## src/rtl/chroma_compositor.sv

```systemverilog
`default_nettype none
// ============================================================================
//  Module   : chroma_compositor
//  Purpose  : Speckle-filters the chroma-key flag, replaces keyed pixels with
//             a background colour and counts keyed pixels per frame.
//  Revision : 1.0  initial release
// ============================================================================
module chroma_compositor #(
   parameter int PIPE_LAT = 2,
   parameter int CNT_W    = 19
) (
   input  logic             clk,
   input  logic             reset_n,
   input  logic             DE,
   input  logic             h_sync,
   input  logic             v_sync,
   input  logic [11:0]      fg_rgb,
   input  logic             bg_pixel,
   input  logic [11:0]      bg_rgb,
   input  logic             comp_en,
   output logic [11:0]      rgb_out,
   output logic             de_out,
   output logic             h_sync_out,
   output logic             v_sync_out,
   output logic [CNT_W-1:0] bg_count,
   output logic             bg_count_valid
);

   localparam logic [CNT_W-1:0] c_cnt_max = '1;
   localparam logic [CNT_W-1:0] c_cnt_one = {{(CNT_W-1){1'b0}}, 1'b1};

   // Timing delay lines; bit 0 is the stage-1 copy, the top bit drives the port
   logic [PIPE_LAT-1:0] r_de_sr;
   logic [PIPE_LAT-1:0] r_hs_sr;
   logic [PIPE_LAT-1:0] r_vs_sr;

   logic [11:0]      r_fg1;
   logic [11:0]      r_bg1;
   logic             r_en1;
   logic             r_m1;
   logic             r_m_prev;
   logic             r_de_prev;
   logic [11:0]      r_rgb;
   logic [CNT_W-1:0] r_acc;
   logic [CNT_W-1:0] r_bg_count;
   logic             r_valid;

   logic             w_l;
   logic             w_r;
   logic             w_f;
   logic             w_inc;
   logic             w_vs_fall;
   logic [CNT_W-1:0] w_acc_next;

   // Neighbours outside the active line replicate the centre mask
   assign w_l = r_de_prev ? r_m_prev : r_m1;
   assign w_r = DE ? bg_pixel : r_m1;
   assign w_f = (w_l & r_m1) | (w_l & w_r) | (r_m1 & w_r);

   assign w_inc      = r_de_sr[0] & w_f;
   assign w_acc_next = (w_inc && (r_acc != c_cnt_max)) ? r_acc + c_cnt_one : r_acc;
   // v_sync_out is about to take the stage-1 value: a 1->0 step is the boundary
   assign w_vs_fall  = r_vs_sr[PIPE_LAT-1] & ~r_vs_sr[PIPE_LAT-2];

   always_ff @(posedge clk or negedge reset_n) begin
      if (!reset_n) begin
         r_de_sr    <= '0;
         r_hs_sr    <= '1;
         r_vs_sr    <= '1;
         r_fg1      <= '0;
         r_bg1      <= '0;
         r_en1      <= 1'b0;
         r_m1       <= 1'b0;
         r_m_prev   <= 1'b0;
         r_de_prev  <= 1'b0;
         r_rgb      <= '0;
         r_acc      <= '0;
         r_bg_count <= '0;
         r_valid    <= 1'b0;
      end else begin
         r_de_sr   <= {r_de_sr[PIPE_LAT-2:0], DE};
         r_hs_sr   <= {r_hs_sr[PIPE_LAT-2:0], h_sync};
         r_vs_sr   <= {r_vs_sr[PIPE_LAT-2:0], v_sync};
         r_fg1     <= fg_rgb;
         r_bg1     <= bg_rgb;
         r_en1     <= comp_en;
         r_m1      <= bg_pixel & DE;
         r_m_prev  <= r_m1;
         r_de_prev <= r_de_sr[0];

         if (!r_de_sr[0]) begin
            r_rgb <= '0;
         end else if (r_en1 && w_f) begin
            r_rgb <= r_bg1;
         end else begin
            r_rgb <= r_fg1;
         end

         if (w_vs_fall) begin
            r_bg_count <= w_acc_next;
            r_acc      <= '0;
            r_valid    <= 1'b1;
         end else begin
            r_acc      <= w_acc_next;
            r_valid    <= 1'b0;
         end
      end
   end

   assign rgb_out        = r_rgb;
   assign de_out         = r_de_sr[PIPE_LAT-1];
   assign h_sync_out     = r_hs_sr[PIPE_LAT-1];
   assign v_sync_out     = r_vs_sr[PIPE_LAT-1];
   assign bg_count       = r_bg_count;
   assign bg_count_valid = r_valid;

endmodule
`default_nettype wire
```

## config.mk

```make
export PLATFORM = sky130hd
export DESIGN_NAME = chroma_compositor
export DESIGN_NICKNAME = d
export VERILOG_FILES = /design/src/rtl/chroma_compositor.sv
export SDC_FILE = /design/constraint.sdc
export NUM_CORES = 1
export LEC_CHECK = 0
export CORE_MARGIN = 10
export CORE_UTILIZATION = 55
export CTS_BUF_LIST = sky130_fd_sc_hd__clkbuf_4 sky130_fd_sc_hd__clkbuf_8
export DETAILED_ROUTE_END_ITERATION = 8
export GPL_ROUTABILITY_DRIVEN = 0
export PLACE_DENSITY = 0.82
export SLEW_MARGIN = 20
export SYNTH_ARGS = -nofsm -noshare
export SYNTH_HDL_FRONTEND = slang
export SYNTH_SLANG_ARGS = --single-unit
```

## constraint.sdc

```tcl
create_clock -name clk -period 2.85 [get_ports clk]
set_clock_uncertainty 0.05 [all_clocks]
set_input_delay 0.855 -clock clk [delete_from_list [all_inputs] [get_ports clk]]
set_output_delay 0.855 -clock clk [all_outputs]
set_load 0.03 [all_outputs]
```

==> results of run 1 <==
-- registers in the layout, indices dropped and copies added, names as in the netlist --
| signal | cells |
|---|---|
| r_bg1 | 12 |
| r_de_prev | 1 |
| rgb_out | 12 |
| r_acc | 19 |
| r_fg1 | 12 |
| r_vs_sr | 2 |
| r_m1 | 1 |
| r_hs_sr | 2 |
| r_en1 | 1 |
| bg_count_valid | 1 |
| r_de_sr | 1 |
| bg_count | 19 |
| r_m_prev | 1 |
-- through the flow --
step	instances	hold slack [ns]	utilization, %	total power, mW	TNS (ns)
finish	414	0.312	75.0	2.37	0
global placement	398	0.296	71.0	1.47	-0.560
global route	414	0.317	75.0	2.47	0
CTS	414	0.316	74.9	2.39	0
floorplan	264	0.295	-	1.35	0
detailed placement	398	0.305	71.0	1.48	-3.67
-- per-layer routing --
metal / routed length, um / vias up / GRT usage [%]
met4: 59 / 0 / 5.28
li1: - / 1052 / -
met5: 0 / - / 0
met3: 533 / 5 / 6.93
met1: 2830 / 1116 / 20.5
met2: 3780 / 65 / 28.2
-- worst register-to-register path, cell delays in order, from the launching register on --
cell and delay, ns:
dfrtp_1 0.65, nand3_1 0.27, or4_4 0.53, a211oi_1 0.31, xnor2_1 0.21, o21ai_1 0.12
-- synthesized netlist by cell type (all sizes together) --
cell	count
dfrtp	80
nand2	49
nor2	20
o21ai	18
a21boi	12
xor2	12
clkbuf	9
nand3	9
and2	5
nand4	5
and4	4
dfstp	4
nor4	4
o211ai	4
xnor2	4
and3	3
inv	3
a2111oi	2
a21oi	2
a31oi	2
nor3	2
o2111ai	2
a211oi	1
buf	1
ha	1
mux2i	1
nand2b	1
nand4b	1
nor4bb	1
o31ai	1
or4	1
-- where the power goes --
group / leakage (nW) / internal (mW) / switching [mW]
logic: 0.605 / 0.0879 / 0.109
clock network: 0.114 / 0.512 / 0.409
registers: 1.08 / 1.24 / 0.0196
-- cells by family after synthesis --
| family | after synthesis | share of synthesized area, % |
|---|---|---|
| buf+inv | 13 | 1.59 |
| flops | 84 | 66.8 |
| xor+xnor | 16 | 4.44 |
| compound gates | 44 | 9.75 |
| mux | 1 | 0.317 |
| simple gates | 105 | 16.7 |
| fa+ha+maj | 1 | 0.396 |
-- worst min path at each step --
stage / startpoint / to / slack [ns] / depth (start not counted)
after floorplan: r_hs_sr[0] / r_hs_sr[1] / 0.30 / 0
after detailed placement: r_vs_sr[0] / r_vs_sr[1] / 0.31 / 0
final: r_hs_sr[0] / r_hs_sr[1] / 0.31 / 0
after global routing: r_hs_sr[0] / r_hs_sr[1] / 0.32 / 0
after CTS: r_hs_sr[0] / r_hs_sr[1] / 0.32 / 0
after global placement: r_hs_sr[0] / r_hs_sr[1] / 0.30 / 0
-- layout make-up --
cell class | instances | area (um2) | area share, %
Sequential cell | 84 | 2110 | 50.7
Multi-Input combinational cell | 167 | 1000 | 24.2
Timing Repair Buffer | 72 | 726 | 17.5
Clock buffer | 11 | 139 | 3.34
Tap cell | 72 | 90.1 | 2.17
Clock inverter | 5 | 78.8 | 1.90
Inverter | 3 | 11.3 | 0.271
==> reports/results.tsv, run 1 <==
stage	metric	value	unit
outcome	status	completed	
setup_path	CP max FO	4	
routing	DRC	0	
floorplanning	row count	27	
setup_path	crit-path cells	clkdlybuf4s50_1, a31oi_1, or4_4, a211oi_1, xnor2_1, o21ai_1	
synthesis	Syn Inst Count	264	
synthesis	YS warnings	0	
global_routing	first-pass GRT wire length	12.1	mm
routing	Vias	2238	
floorplanning	Placeable Area	0.00554	mm2
routing	drt initial violations	111	
routing	DR pass1 iterations	4	
clock_tree	CTS HTree Levels	3	
layout	area grow syn2layout	31.7	%
synthesis	Mean Syn Cell Area	12.0	um2
clock_tree	CTS Buf Count	9	
clock_tree	Hold Buf Count CTS	0	
setup_path	CP Launch Type	primary input	
clock_tree	clk_lat worst skew	0.35	ns
place	DP Worst Slack	-0.314	ns
setup_path	CP max-delay cell	or4_4	
routing	antenna viol nets, final	0	
layout	# fillers	381	
clock_tree	Clock Tree Buf Depth	2	
setup_path	WS Path Type	in -> reg	
setup_path	CP Data Arrival Time	2.84	ns
timing	Fmax	0.374	GHz
power	Leakage	1.80	nW
floorplanning	Die ar.	0.00917	mm2
global_routing	largest net degree at the start of global routing	49	
setup_path	worst reg-to-reg path cell count	5	
timing	worst slew pin tran	0.706	ns
timing	Fin. Hold Viols	0	
routing	Vias/cell	5.41	
layout	commonest non-fill, non-tap cells in the layout	dfrtp_1 (80), clkdlybuf4s50_1 (64), nand2_1 (49)	
timing	RSZ-0062 raised after global routing	no	
synthesis	Syn Nets	296	
clock_tree	CTS clock-pin slew for the worst setup and hold paths	0.09	ns
synthesis	Yosys reg bits	84	
setup_path	CP startpoint	bg_pixel	
synthesis	register area share after synthesis	66.8	%
timing	Final min period	2.68	ns
layout	Antenna Cells	0	
global_routing	initial antenna violation count	0	
setup_path	Worst R2R Setup Slack	0.58	ns
place	count of buffers from port buffering	65	
global_routing	vias in the first global route	2366	
clock_tree	clock sink total	84	
place	dpl hpwl	5.00	mm
layout	commonest non-fill, non-tap cell in the layout	dfrtp_1	
clock_tree	total setup buffers inserted after CTS	0	
synthesis	Synth area leader	dfrtp_1	
setup_path	max incr delay on CP	0.59	ns
setup_path	endpoint class of the critical path	register	
timing	final period utilization	93.9	%
timing	Setup-failing EPs final	0	
global_routing	gr usage total	17.2	%
global_routing	GR Overflow Total	0	
setup_path	Worst R2R End	bg_count[5]	
synthesis	Netlist cell types	34	
synthesis	largest cells by area after synthesis	dfrtp_1 (63%), nand2_1 (5.8%), dfstp_2 (3.3%), xor2_1 (3.3%), a21boi_0 (2.9%)	
setup_path	delay-heaviest family, CP	compound AO/OA/AOI/OAI gates	
power	Power Density	571	mW/mm2
routing	final wirelength	7.20	mm
flow_run	max-cap viol count	0	
setup_path	Worst Path Buf+Inv	1	
timing	slew margin rel.	52.9	%
clock_tree	clock root buffer master	clkbuf_8	
clock_tree	Post-CTS Resized	0	
power	maximum vdd ir drop	0.501	mV
floorplanning	Die H	95.7	um
layout	Final #Nets	369	
layout	share of cells above drive strength 1	10.2	%
synthesis	post-synthesis cell area	0.00316	mm2
setup_path	last element of the critical path	bg_count[5]	
setup_path	Critical Path RT	3.02	ns
place	area post-placement	0.00393	mm2
synthesis	top-area cell type share of the netlist area	63.4	%
timing	Slew Limit Fails	0	
floorplanning	Top-Level Pins	66	
setup_path	number of stages on the worst setup path	6	
timing	final worst slack	0.175	ns
layout	post-route cell area	0.00416	mm2
floorplanning	Die X	95.7	um
setup_path	r2r startpoint	r_de_sr[0]	
hold_path	Hold Path Class	reg -> reg	
routing	post-DR wirelength/cell	17.4	um
clock_tree	TritonCTS clock tree	done	
floorplanning	Starting Density	57.0	%
(Power assumes the default switching activity.)
==> run 2: changes to the inputs <==
- SETUP_SLACK_MARGIN: unset -> 0.5
==> run 2 against run 1 <==
Effect of this change:
- routed wire length is 4.8% higher
- combinational power hardly changed
- worst setup slack better by 0.31 ns
- via count is 2.3% higher
- first-iteration DRC count is 16% higher
- highest routed layer unchanged
- non-clock buffer count is 2 higher
- total power is 0.27% higher
- largest cell class unchanged
==> reports/results.tsv, run 2 (same netlist as run 1, synthesis figures left out) <==
stage	metric	value	unit	change
timing	Slew Limit Fails	0		unchanged
floorplanning	Die ar.	0.00917	mm2	unchanged
layout	post-layout util	75.9	%	+0.90 points
power	switching share of power	22.9	%	+0.24 points
floorplanning	Placeable Area	0.00554	mm2	unchanged
power	register share of total power	52.8	%	about the same
floorplanning	row count	27		unchanged
setup_path	CP max-delay cell	clkdlybuf4s50_1		
layout	Register Area	0.00211	mm2	about the same
setup_path	crit-path cells	clkdlybuf4s50_1		
setup_path	endpoint class of the critical path	output port		
flow_run	max-cap viol count	0		unchanged
global_routing	GR Overflow Total	0		unchanged
routing	final wirelength	7.55	mm	+4.8%
global_routing	vias in the first global route	2365		-0.042%
timing	Fin. Hold Viols	0		unchanged
timing	Hold Slack	0.313	ns	+0.000932 ns
setup_path	CP Data Arrival Time	1.46	ns	-1.38 ns
setup_path	delay-heaviest family, CP	buffers and inverters		
global_routing	gr usage total	17.3	%	+0.052 points
routing	DRC	0		unchanged
layout	share of cells above drive strength 1	12.2	%	+2.0 points
clock_tree	TritonCTS clock tree	done		
setup_path	CP max FO	2		-2
clock_tree	CTS clock-pin slew for the worst setup and hold paths	0.08	ns	about the same
power	Int Pwr	1.83	mW	about the same
power	Clock power frac	38.9	%	about the same
power	Power Density	566	mW/mm2	-0.92%
layout	commonest non-fill, non-tap cells in the layout	dfrtp_1 (79), clkdlybuf4s50_1 (54), nand2_1 (49)		
routing	drt initial violations	129		+16%
outcome	status	completed		
timing	Setup-failing EPs final	0		unchanged
floorplanning	Top-Level Pins	66		unchanged
global_routing	first-pass GRT wire length	12.1	mm	+0.17%
clock_tree	Clock Tree Buf Depth	2		unchanged
timing	RSZ-0062 raised after global routing	no		
timing	Fmax	0.423	GHz	+13%
layout	Antenna Cells	0		unchanged
routing	post-DR wirelength/cell	18.1	um	+4.3%
power	Logic pwr share	8.4	%	about the same
power	maximum vdd ir drop	0.509	mV	+1.8%
global_routing	largest net degree at the start of global routing	49		unchanged
global_routing	initial antenna violation count	0		unchanged
place	dpl hpwl	5.00	mm	unchanged
setup_path	max incr delay on CP	0.71	ns	+0.12 ns
timing	slew margin rel.	52.4	%	-0.50 points
routing	Vias	2290		+2.3%
power	Leakage	1.89	nW	+5.2%
routing	antenna viol nets, final	0		unchanged
hold_path	Hold Path Class	reg -> reg		
clock_tree	clk_lat worst skew	0.36	ns	about the same
floorplanning	Die H	95.7	um	unchanged
routing	Vias/cell	5.50		+1.8%
clock_tree	clock root buffer master	clkbuf_8		
floorplanning	Starting Density	57.0	%	unchanged
setup_path	Critical Path RT	1.95	ns	-1.07 ns
routing	DR pass1 iterations	4		unchanged
clock_tree	CTS Buf Count	9		unchanged
place	count of buffers from port buffering	65		unchanged
power	total power	2.38	mW	+0.27%
layout	Final #Nets	371		+0.54%
layout	Multi-input gate area	0.00104	mm2	+3.4%
layout	commonest non-fill, non-tap cell in the layout	dfrtp_1		
power	Sw Pwr	0.545	mW	+1.4%
timing	worst slew pin tran	0.713	ns	+0.00747 ns
setup_path	Worst Path Buf+Inv	1		unchanged
clock_tree	CTS HTree Levels	3		unchanged
setup_path	WS Path Type	reg -> out		
clock_tree	Hold Buf Count CTS	0		unchanged
layout	area grow syn2layout	33.3	%	
timing	Final min period	2.36	ns	-0.313 ns
timing	final period utilization	82.9	%	-11 points
setup_path	CP Launch Type	register		
layout	# fillers	367		-3.7%
floorplanning	Die X	95.7	um	unchanged
clock_tree	clock sink total	84		unchanged
-- run 2: cell types whose count changed in the layout (fill, tap and decap cells not counted), sizes merged --
| cell | change |
|---|---|
| clkdlybuf4s50 | -10 |
| clkbuf | +1 |
| clkdlybuf4s15 | +1 |
| dlygate4sd2 | +4 |
| buf | +2 |
| dlymetal6s2s | +4 |
-- run 2: cell type report --
class	instances	share of cell area, %
clock buffer	11	3.30
clock inverter	5	1.87
timing repair buffer	74	17.6
sequential	84	50.1
inverter	3	0.268
tap	72	2.14
multi-input combinational	167	24.7
-- run 2: worst paths after layout --
| kind | from | slack, ns | endpoint | depth (start not counted) |
|---|---|---|---|---|
| worst max-delay path | bg_count[8] | 0.49 | bg_count[8] | 1 |
| worst min-delay path | r_hs_sr[0] | 0.31 | r_hs_sr[1] | 0 |
| worst max register to register | r_de_sr[0] | 0.72 | bg_count[15] | 5 |
| worst min register to register | r_hs_sr[0] | 0.31 | r_hs_sr[1] | 0 |
| max in group asynchronous | reset_n | 1.69 | r_hs_sr[0] | 2 |
| min in group asynchronous | reset_n | 0.40 | r_fg1[11] | 1 |
-- run 2: per-stage QoR --
| step | instances | cell area, um2 | worst slack (ns) | TNS (ns) |
|---|---|---|---|---|
| detailed placement | 398 | 3930 | -0.314 | -3.67 |
| finish | 416 | 4210 | 0.488 | 0 |
| CTS | 414 | 4180 | 0.502 | 0 |
| floorplan | 264 | 3160 | 0.537 | 0 |
| global placement | 398 | 3930 | -0.109 | -0.560 |
| global route | 416 | 4210 | 0.431 | 0 |
-- run 2: routing by layer --
| metal | share of wire, % | up-vias | GRT usage [%] | routed length, um |
|---|---|---|---|---|
| met2 | 52 | 78 | 28.6 | 3920 |
| met5 | 0 | - | 0 | 0 |
| met1 | 39 | 1150 | 20.3 | 2920 |
| li1 | - | 1051 | - | - |
| met4 | 1.4 | 0 | 5.28 | 104 |
| met3 | 8.1 | 11 | 6.93 | 608 |
-- run 2: timing repair --
item,4_1_cts,5_1_grt
pin swaps,4,2
buffers inserted,0,2
endpoints found under the setup margin,54,15
endpoints found under the hold margin,0,0
resized for setup,11,9
-- run 2: power by group through the flow --
stage / Combinational (mW) / Sequential (mW) / Clock [mW]
final: 0.199 / 1.26 / 0.925
after global routing: 0.217 / 1.26 / 0.999
after CTS: 0.202 / 1.26 / 0.936
after detailed placement: 0.200 / 1.28 / 0
after global placement: 0.195 / 1.28 / 0
after floorplan: 0.0419 / 1.31 / 0
==> run 3: changes to the inputs <==
- CORE_UTILIZATION: 55 -> 47
- PLACE_DENSITY: 0.82 -> 0.74
- clock period: 2.85 -> 1.95 ns (I/O delays scaled with it)
==> run 3 against run 2 <==
Effect of this change:
- clock power grew 54%
- critical path depth up 8
- sequential power grew 47%
- die area up 13%
- via count increased by 8.3%
- hold slack got worse by 0.24 ns
- global-route usage is 0.65 points lower
- sequential share of layout area fell by 7.3 points
- total power grew 54%
- flip-flop and latch count stayed put
- routed wire length grew 20%
- largest cell class unchanged
- largest power group unchanged
==> reports/results.tsv, run 3 (same netlist as run 1, synthesis figures left out) <==
stage	metric	value	unit	change
routing	antenna viol nets, final	0		unchanged
timing	Setup-failing EPs final	0		unchanged
routing	final wirelength	9.09	mm	+20%
routing	Met1 Wirelength	3.76	mm	+29%
layout	# fillers	377		+2.7%
power	Leakage	2.25	nW	+19%
clock_tree	clock sink total	84		unchanged
timing	Fmax	0.517	GHz	
power	Clock power frac	38.8	%	about the same
layout	share of cells above drive strength 1	42.6	%	+30 points
power	register share of total power	50.5	%	-2.3 points
setup_path	delay-heaviest family, CP	buffers and inverters		
power	maximum vdd ir drop	0.494	mV	-3.0%
setup_path	CP max-delay cell	dfrtp_2		
layout	Antenna Cells	0		unchanged
floorplanning	Die ar.	0.0104	mm2	+13%
timing	slew margin rel.	73.0	%	+21 points
layout	Final #Nets	417		+12%
flow_run	max-cap viol count	0		unchanged
routing	post-DR wirelength/cell	19.5	um	+7.3%
timing	Hold Slack	0.0693	ns	-0.243 ns
layout	commonest non-fill, non-tap cells in the layout	dfrtp_1 (78), buf_6 (43), buf_4 (43)		
setup_path	most frequent CP cell	buf_6		
hold_path	Hold Path Class	in -> async		
power	Int Pwr	2.74	mW	+49%
setup_path	Worst Path Buf+Inv	4		+3
global_routing	vias in the first global route	2612		+10%
setup_path	max incr delay on CP	0.39	ns	-0.32 ns
timing	final worst slack	0.0146	ns	-0.473 ns
floorplanning	Placeable Area	0.00642	mm2	+16%
routing	uppermost routed layer	met4		
power	Sw Pwr	0.925	mW	+70%
setup_path	endpoint class of the critical path	register		
setup_path	CP max FO	5		+3
clock_tree	TritonCTS clock tree	done		
routing	drt initial violations	148		+15%
timing	Final min period	1.94	ns	
setup_path	Critical Path RT	2.14	ns	+0.19 ns
setup_path	crit-path cells	buf_6, a31oi_4, buf_6, nor4_4, buf_4, buf_6, o2111ai_4, xor2_2, o21ai_1		
global_routing	GR Overflow Total	0		unchanged
floorplanning	Die H	102	um	+6.5%
setup_path	CP Data Arrival Time	2.13	ns	+0.67 ns
clock_tree	clock root buffer master	clkbuf_8		
global_routing	gr usage total	16.6	%	-0.65 points
layout	Non-Filler Instances	467		+12%
floorplanning	Starting Density	49.1	%	-7.8 points
timing	worst slew pin tran	0.405	ns	-0.308 ns
global_routing	largest net degree at the start of global routing	37		-24%
setup_path	CP Launch Type	register		
power	Logic pwr share	10.7	%	+2.3 points
routing	WL met3	547	um	-10%
timing	Slew Limit Fails	0		unchanged
clock_tree	Hold Buf Count CTS	0		unchanged
clock_tree	CTS HTree Levels	3		unchanged
routing	Vias	2480		+8.3%
routing	DR pass1 iterations	4		unchanged
place	count of buffers from port buffering	65		unchanged
layout	area grow syn2layout	56.3	%	
floorplanning	Die X	102	um	+6.5%
outcome	status	completed		
place	dpl hpwl	5.13	mm	+2.6%
routing	Vias/cell	5.31		-3.5%
layout	commonest non-fill, non-tap cell in the layout	dfrtp_1		
power	switching share of power	25.3	%	+2.3 points
global_routing	initial antenna violation count	0		unchanged
timing	final period utilization	99.3	%	
timing	Fin. Hold Viols	0		unchanged
routing	metal2 WL	4.66	mm	+19%
clock_tree	CTS Buf Count	9		unchanged
place	DP Worst Slack	-0.867	ns	-0.553 ns
power	total power	3.66	mW	+54%
routing	DRC	0		unchanged
clock_tree	clk_lat worst skew	0.36	ns	about the same
floorplanning	Top-Level Pins	66		unchanged
setup_path	WS Path Type	reg -> reg		
power	Power Density	743	mW/mm2	+31%
layout	Multi-input gate area	0.00131	mm2	+26%
place	# placed instances	415		+4.3%
layout	Register Area	0.00211	mm2	about the same
floorplanning	row count	29		+7.4%
global_routing	first-pass GRT wire length	13.3	mm	+10%
clock_tree	CTS clock-pin slew for the worst setup and hold paths	0.09	ns	about the same
clock_tree	Clock Tree Buf Depth	2		unchanged
timing	RSZ-0062 raised after global routing	yes		
[run 3: changes by cell type in the layout (fill, tap and decap cells not counted), sizes merged]
cell           change
clkdlybuf4s50     -27
clkinvlp           +1
buf               +82
inv                +3
dlymetal6s2s       -4
dlygate4sd2        -4
clkdlybuf4s15      -1
clkinv             -2
clkbuf             -2
[run 3: layout make-up]
cell class | count | share of cell area [%]
Tap cell | 77 | 1.95
Clock buffer | 9 | 2.51
Clock inverter | 7 | 2.13
Inverter | 3 | 0.228
Sequential cell | 84 | 42.8
Timing Repair Buffer | 120 | 23.9
Multi-Input combinational cell | 167 | 26.5
[run 3: worst paths after layout]
| path | depth (start not counted) | slack, ns | start | to |
|---|---|---|---|---|
| min | 1 | 0.07 | reset_n | r_fg1[8] |
| max | 9 | 0.01 | r_de_prev | bg_count[4] |
| max reg2reg | 9 | 0.01 | r_de_prev | bg_count[4] |
| min reg2reg | 0 | 0.31 | r_hs_sr[0] | r_hs_sr[1] |
| max in group asynchronous | 2 | 1.21 | reset_n | r_vs_sr[1] |
| min in group clk | 0 | 0.31 | r_hs_sr[0] | r_hs_sr[1] |
[run 3: power by group through the flow]
stage          Clock [mW]  Sequential [mW]  Combinational, mW
2_1_floorplan           0             1.92             0.0648
3_3_place_gp            0             1.86              0.310
3_5_place_dp            0             1.86              0.315
4_1_cts              1.43             1.84              0.357
5_1_grt              1.50             1.85              0.421
6_report             1.42             1.85              0.393
[run 3: worst register-to-register path: cells and delay by family, from the launching register on]
kind / cells / cell delay, ns
xor gates and xnor gates: 1 / 0.23
buffers and inverters: 4 / 0.56
DFF: 1 / 0.39
AOI/OAI and AO/OA: 3 / 0.30
and+or+nand+nor: 1 / 0.30
[run 3: through the flow]
stage,cell area (um2),TNS [ns],utilization [%]
after global routing,4930,-0.213,76.8
final,4930,0,76.8
after floorplan,3190,0,-
after detailed placement,4070,-29.91,63.4
after CTS,4670,0,72.7
after global placement,4070,-27.75,63.4
[run 3: routing by layer]
layer / track usage (%) / up-vias
li1: - / 1143
met1: 19.1 / 1240
met2: 28.5 / 85
met3: 5.13 / 12
met4: 6.51 / 0
met5: 0 / -
[run 3: repair_timing]
action,in CTS,in global routing
endpoints found under the setup margin,85,85
resized for setup,289,49
cloned,1,2
setup buffers,24,9
pin swaps,22,34
